--- config.mk ---
export PLATFORM = sky130hd
export DESIGN_NAME = uart_rx
export DESIGN_NICKNAME = d
export VERILOG_FILES = /design/src/rtl/uart_rx.sv
export SDC_FILE = /design/constraint.sdc
export NUM_CORES = 1
export LEC_CHECK = 0
export BUFFER_PORTS_ARGS = -buffer_cell sky130_fd_sc_hd__buf_2
export CORE_ASPECT_RATIO = 0.8
export CORE_UTILIZATION = 58
export CTS_CLUSTER_SIZE = 8
export DETAILED_ROUTE_END_ITERATION = 7
export GPL_ROUTABILITY_DRIVEN = 0
export PLACE_DENSITY = 0.84
export SETUP_SLACK_MARGIN = 0.1
export SLEW_MARGIN = 20
export SYNTH_ARGS = -nofsm -noshare
export SYNTH_HDL_FRONTEND = slang
export SYNTH_SLANG_ARGS = --single-unit
--- constraint.sdc ---
create_clock -name clk -period 2.8 [get_ports clk]
set_input_delay 0.28 -clock clk [delete_from_list [all_inputs] [get_ports clk]]
set_output_delay 0.28 -clock clk [all_outputs]
set_load 0.03 [all_outputs]
--- src/rtl/uart_rx.sv ---
// UART receiver: 16x oversampled, DBIT data bits LSB first, even parity, one stop bit.
// Presents the received word with parity/framing status and a one-cycle done pulse.
module uart_rx #(
  parameter int unsigned DBIT    = 8,
  parameter int unsigned SB_TICK = 16   // 16, 24 or 32
) (
  input  logic            clk,
  input  logic            reset,        // asynchronous, active low
  input  logic            s_tick,
  input  logic            rx,
  output logic [DBIT-1:0] dout,
  output logic            rx_done_tick,
  output logic            parity_err,
  output logic            frame_err
);

  localparam int unsigned NW = (DBIT > 1) ? $clog2(DBIT) : 1;
  localparam logic [4:0]    SLast = 5'(SB_TICK - 1);
  localparam logic [NW-1:0] NLast = NW'(DBIT - 1);

  typedef enum logic [2:0] {StIdle, StStart, StData, StParity, StStop} state_e;

  state_e          state_q, state_d;
  logic [4:0]      s_q, s_d;
  logic [NW-1:0]   n_q, n_d;
  logic [DBIT-1:0] b_q, b_d;
  logic            p_q, p_d;
  logic            rx_meta_q, rx_s;
  logic [DBIT-1:0] dout_q, dout_d;
  logic            done_q, done_d;
  logic            perr_q, perr_d;
  logic            ferr_q, ferr_d;

  assign dout         = dout_q;
  assign rx_done_tick = done_q;
  assign parity_err   = perr_q;
  assign frame_err    = ferr_q;

  // Two-flop synchronizer; resets to the idle line level.
  always_ff @(posedge clk or negedge reset) begin
    if (!reset) begin
      rx_meta_q <= 1'b1;
      rx_s      <= 1'b1;
    end else begin
      rx_meta_q <= rx;
      rx_s      <= rx_meta_q;
    end
  end

  // FSM, counters, shift register and registered outputs.
  always_ff @(posedge clk or negedge reset) begin
    if (!reset) begin
      state_q <= StIdle;
      s_q     <= '0;
      n_q     <= '0;
      b_q     <= '0;
      p_q     <= 1'b0;
      dout_q  <= '0;
      done_q  <= 1'b0;
      perr_q  <= 1'b0;
      ferr_q  <= 1'b0;
    end else begin
      state_q <= state_d;
      s_q     <= s_d;
      n_q     <= n_d;
      b_q     <= b_d;
      p_q     <= p_d;
      dout_q  <= dout_d;
      done_q  <= done_d;
      perr_q  <= perr_d;
      ferr_q  <= ferr_d;
    end
  end

  // Next-state logic; counters only move on s_tick.
  always_comb begin
    state_d = state_q;
    s_d     = s_q;
    n_d     = n_q;
    b_d     = b_q;
    p_d     = p_q;
    dout_d  = dout_q;
    done_d  = 1'b0;
    perr_d  = perr_q;
    ferr_d  = ferr_q;
    unique case (state_q)
      StIdle: begin
        // Level detection, so a held-low line restarts immediately.
        if (!rx_s) begin
          state_d = StStart;
          s_d     = '0;
        end
      end
      StStart: begin
        if (s_tick) begin
          if (s_q == 5'd7) begin
            if (rx_s) begin
              state_d = StIdle;   // glitch, not a start bit
            end else begin
              s_d     = '0;
              n_d     = '0;
              state_d = StData;
            end
          end else begin
            s_d = s_q + 5'd1;
          end
        end
      end
      StData: begin
        if (s_tick) begin
          if (s_q == 5'd15) begin
            s_d = '0;
            b_d = {rx_s, b_q[DBIT-1:1]};
            if (n_q == NLast) state_d = StParity;
            else              n_d     = n_q + NW'(1);
          end else begin
            s_d = s_q + 5'd1;
          end
        end
      end
      StParity: begin
        if (s_tick) begin
          if (s_q == 5'd15) begin
            s_d     = '0;
            p_d     = rx_s;
            state_d = StStop;
          end else begin
            s_d = s_q + 5'd1;
          end
        end
      end
      StStop: begin
        if (s_tick) begin
          if (s_q == SLast) begin
            dout_d  = b_q;
            perr_d  = (^b_q) ^ p_q;
            ferr_d  = ~rx_s;
            done_d  = 1'b1;
            state_d = StIdle;
          end else begin
            s_d = s_q + 5'd1;
          end
        end
      end
      default: state_d = StIdle;
    endcase
  end

endmodule

Yosys cells after proc, flatten, opt, wreduce, memory -nomap -nowiden
Index checks and enable logic that the tools add are counted.
Storage, ports and cells
  register bits after elaboration: 33
  latch bits: 0
  memory bits (writable): 0
  bits in read-only memories: 0
  input port bits: 4
  output and inout port bits: 11
  word-level logic and storage cells: 77
  memories kept: 0
Cells by class
  add/sub/neg operators: 2
  $mul: 0
  divide/modulo/power cells: 0
  magnitude comparators: 0
  eq/ne operators: 21
  shift operators: 0
  muxes and demuxes: 30
  bitwise operators: 2
  reductions and logical operators: 11
Operators by type and width (count)
  $mux W3: 16
  $mux W5: 7
  $ne A2 B2 Y1 const B: 13
  $pmux W5 S4: 1
  $pmux W3 S5: 1
  $reduce_and A10 Y1: 1
  $reduce_and A3 Y1: 3
  $reduce_xor A8 Y1: 1
  $reduce_and A7 Y1: 1
  $eq A3 B2 Y1 const B: 2
  $eq A3 B3 Y1 const B: 2
  $pmux W3 S2: 1
  $add A5 B1 Y5 const B: 1
  $eq A5 B3 Y1 const B: 1
  $eq A5 B4 Y1 const B: 1
  $reduce_and A5 Y1: 1
  $reduce_bool A4 Y1: 1
  $add A3 B1 Y3 const B: 1
  $eq A3 B1 Y1 const B: 1
  $logic_not A3 Y1: 1
  $mux W1: 3
  $mux W2: 1
  $ne A2 B1 Y1 const B: 1
  $reduce_bool A2 Y1: 1
  3 further kinds: 3

Longest topological paths before layout
  depth after elaboration: 5
  mapped depth: 7
  depth with buffers taken out: 7

Worst setup path after synthesis
OpenSTA, ideal clock, no wires.
  path kind: reg2reg
  from: register s_q[0]
  to: register b_q[0]
  arrival: 1838 ps
  path slack: 835 ps
  stages on the path, launching flop included: 7
  buffers on the path: 0
  period minus slack after synthesis: 1965 ps
  cell sequence: dfrtp_1 -> ha_1 -> and3_1 -> ha_1 -> nand2_1 -> nor3_4 -> mux2_1
On the way
  word-level cells in the longest chain between the ends: 2
RTL lines
  start, declared: RTL line 24  | logic [4:0] s_q, s_d;
  start signal, assigned: RTL line 54  | s_q <= '0;
  start signal, assigned: RTL line 64  | s_q <= s_d;
  $eq A5 B4 Y1: RTL line 111  | if (s_q == 5'd15) begin
  $reduce_and A3 Y1 (no source line)
  end signal, assigned: RTL line 56  | b_q <= '0;
  end signal, assigned: RTL line 66  | b_q <= b_d;
  end, declared: RTL line 26  | logic [DBIT-1:0] b_q, b_d;
Every way passes these cells.
A chain may end at the register's enable or synchronous reset.

Final worst setup path
  from: register s_q[0]
  to: register b_q[7]
Same word-level chain as after synthesis.

==> impl_metrics.csv <==
group,metric,value,unit
setup_path,critPathCaptureType,"flip-flop",
sta,rsz0062_at_grt,"false",
routing,wl_per_cell,15.9,um
setup_path,critPathKind,"reg2reg",
routing,drt_first_pass_iters,4,
clock_tree,clock_path_buffers,2,
place,numPortBuffers,14,
synthesis,synthSimpleGateAreaFrac,0.157,
synthesis,synth-seq-cells,33,
grt,grt_pass1_vias,1198,
hold_path,worstHoldPathType,"in2async",
sta,tns,0,ns
floorplan,pin_count,15,
synthesis,synthesis.area,0.00175,mm^2
synthesis,synth-compound-area-share,0.114,
synthesis,yosys-top-cells-area,"dfrtp_1, mux2_1, ha_1",
sta,maxSlewViolCount,0,
sta,finClkSkew,0.00808,ns
setup_path,critPathLaunch,"s_q[0]$_DFFE_PN0P_",
synthesis,syn-num-nets,158,
routing,drc,0,
power,internal-power,0.000855,W
sta,final.setup.worst_slack,0.588,ns
synthesis,synthCells,148,
clock_tree,clk_pin_slew,0.07,ns
synthesis,synth_warnings,0,
floorplan,start_util,0.622,
synthesis,yosys.area_share.xor_xnor,0.0430,
setup_path,crit_path_top_delay_cell,"nor3_4",
floorplan,fp.dieArea,0.00323,mm^2
synthesis,yosysTopAreaCellShare,0.444,
power,ir_worst_vdd,0.000532,V
setup_path,crit_path_max_fanout,8,
setup_path,r2r_slack,0.59,ns
sta,fin_crit,2.21,ns
sta,max_freq,452,MHz
synthesis,synth.distinct_cells,47,
clock_tree,cts_buffers,5,
grt,grt_first_pass_wirelength,5.54,mm
power,p_leak,1.01,nW
setup_path,worst_r2r_startpoint,"s_q[0]$_DFFE_PN0P_",
place,post-place-ws,0.612,ns
grt,grt.overflow.total,0,
setup_path,r2r_cells,6,
synthesis,synthFlopType,"dfrtp_1",
floorplan,placementRows,17,
synthesis,synth_edf_count,0,
clock_tree,tritoncts,"done",
power,pwr-share-clk,0.260,
clock_tree,postCtsHoldBufs,0,
setup_path,crit_path_frequent_cell,"ha_1",
finish,area_delta_synth_final,10.1,%
routing,finalWirelength,3.24,mm
synthesis,synth_top_area_cell,"dfrtp_1",
place,numPlacedInstances,196,
routing,routed_via_density,5.86,
finish,n_antenna_cell,0,
power,pwr-share-seq,0.480,
sta,hold_violations,0,
grt,grt_util_all_layers,0.235,
synthesis,synthAdderAreaFrac,0.0430,
sta,max_slew_margin,0.537,
setup_path,worstSetupStartpointType,"flip-flop",
floorplan,fp.dieW,63.3,um
routing,vias,1196,
synthesis,yosys-mux-area-fraction,0.134,
routing,drt_iter0_markers,27,
synthesis,syn_avg_cell_area,11.8,um^2
flow_run,cap_viol_max_count,0,
finish,final_area,0.00192,mm^2
run_status,outcome,"completed",
finish,fillers,226,
clock_tree,cts_sinks,33,
clock_tree,h-tree-depth,2,
sta,setup_viol,0,
grt,antenna_found_initial,0,
sta,worst_pin_slew,0.695,ns
floorplan,core,0.00281,mm^2
sta,period_share,0.790,
place,dp_hpwl,2.24,mm
power,switchingPower,0.000429,W
clock_tree,clk_latency,0.28,ns
finish,final_nets,175,
synthesis,synth_top_family_by_area,"simple AND/OR/NAND/NOR gates",
setup_path,cp_data_required_time,2.96,ns
synthesis,synth-async-reset-ratio,1.00,
power,combPwrFrac,0.260,
clock_tree,cts-root-buf,"clkbuf_8",
clock_tree,cts_resized,0,
finish,drive_gt1_frac,0.181,
clock_tree,cts_setup_buffers,0,
power,swShare,0.334,
grt,grt_max_degree,34,
setup_path,worst_path_largest_cell_delay,0.44,ns
setup_path,worstPathCellList,"ha_1 > and3_1 > ha_1 > nand2_1 > nor3_4 > mux2_1",
routing,antenna_left,0,
setup_path,crit_end,"b_q[7]$_DFFE_PN0P_",
synthesis,ys_seq_area_frac,0.475,
setup_path,worstPathArrival,2.37,ns
setup_path,rr_endpoint,"b_q[7]$_DFFE_PN0P_",
finish,fin_util,0.684,
place,placed_area,0.00184,mm^2
floorplan,die_h,51.1,um
power,powerDensity,668,mW/mm^2
finish,final_cells,204,
## cells in the mapped netlist, types with 3 or more instances
master and instances:
nor2_1 7, nand2b_1 3, a21oi_1 6, mux2_1 18, ha_1 6, nor2b_1 5, dfrtp_1 31, inv_1 9
xnor2_1 5, o21ai_1 4, nand2_1 4, nand3_1 3, o211a_1 3, buf_2 3
## per-stage QoR
stage,total power [W],hold slack [ns]
6_report,0.00128,0.0383
5_1_grt,0.00137,0.0903
4_1_cts,0.00129,0.0646
3_5_place_dp,0.000953,0.358
3_3_place_gp,0.000929,0.348
2_1_floorplan,0.000881,-0.0156
## per-layer routing
layer,share of wire,GRT usage,vias to the layer above,routed length [um]
met3,0.034,0.0603,8,111
met1,0.47,0.295,600,1530
li1,-,-,568,-
met5,0,0,-,0
met4,0.018,0.117,0,57
met2,0.48,0.381,20,1540
## cell families after synthesis
group,after synthesis
xor gates and xnor gates,7
DFF,33
and+or+nand+nor,39
adders and majority gates,6
AOI/OAI and AO/OA,28
buffers and inverters,14
muxes,21
## worst max-delay path, delay by kind of cell, from the launching register on
kind                     cells  cell delay [ns]
multiplexers                 1             0.37
adder cells (fa/ha/maj)      2             0.44
flip-flops                   1             0.39
AND/OR/NAND/NOR              3             0.89
## sequential cells by signal, summed over array words and instances (netlist names)
register,cells
b_q,8
dout,8
frame_err,1
n_q,3
p_q,1
parity_err,1
rx_done_tick,1
rx_meta_q,1
rx_s,1
s_q,5
state_q,3
## power by group through the flow
stage	Combinational (W)	Clock (W)	Sequential, W
floorplan	0.000303	0	0.000577
global placement	0.000314	0	0.000614
detailed placement	0.000332	0	0.000621
CTS	0.000335	0.000344	0.000615
global route	0.000375	0.000365	0.000628
finish	0.000334	0.000334	0.000616
## final cells by class
cell class | instances | area (um^2) | area share
Clock buffer | 7 | 76.3 | 0.0397
Clock inverter | 1 | 5.00 | 0.00260
Inverter | 10 | 37.5 | 0.0195
Multi-Input combinational cell | 101 | 857 | 0.446
Sequential cell | 33 | 828 | 0.431
Tap cell | 38 | 47.5 | 0.0247
Timing Repair Buffer | 14 | 70.1 | 0.0365
## cells in the final DEF (no fill, tap or decap), types with 3 or more instances in the layout
cell       n
nand2_1    4
xnor2_1    5
o211a_1    3
dfrtp_1   31
nor2_1     7
a21oi_1    6
ha_1       6
mux2_1    18
o21ai_1    4
nand2b_1   3
inv_1      9
nand3_1    3
buf_2     14
clkbuf_8   5
nor2b_1    5
## worst min-delay path by stage
| stage | endpoint | startpoint | cells after the start | slack, ns |
|---|---|---|---|---|
| floorplan | b_q[0]$_DFFE_PN0P_ | reset | 0 | -0.02 |
| global placement | dout[2]$_DFFE_PN0P_ | reset | 1 | 0.35 |
| detailed placement | rx_s$_DFF_PN1_ | rx_meta_q$_DFF_PN1_ | 0 | 0.36 |
| CTS | dout[5]$_DFFE_PN0P_ | reset | 1 | 0.06 |
| global route | rx_meta_q$_DFF_PN1_ | rx | 1 | 0.09 |
| finish | parity_err$_DFFE_PN0P_ | reset | 1 | 0.04 |
Note: power is estimated with default switching activity, not from simulation.
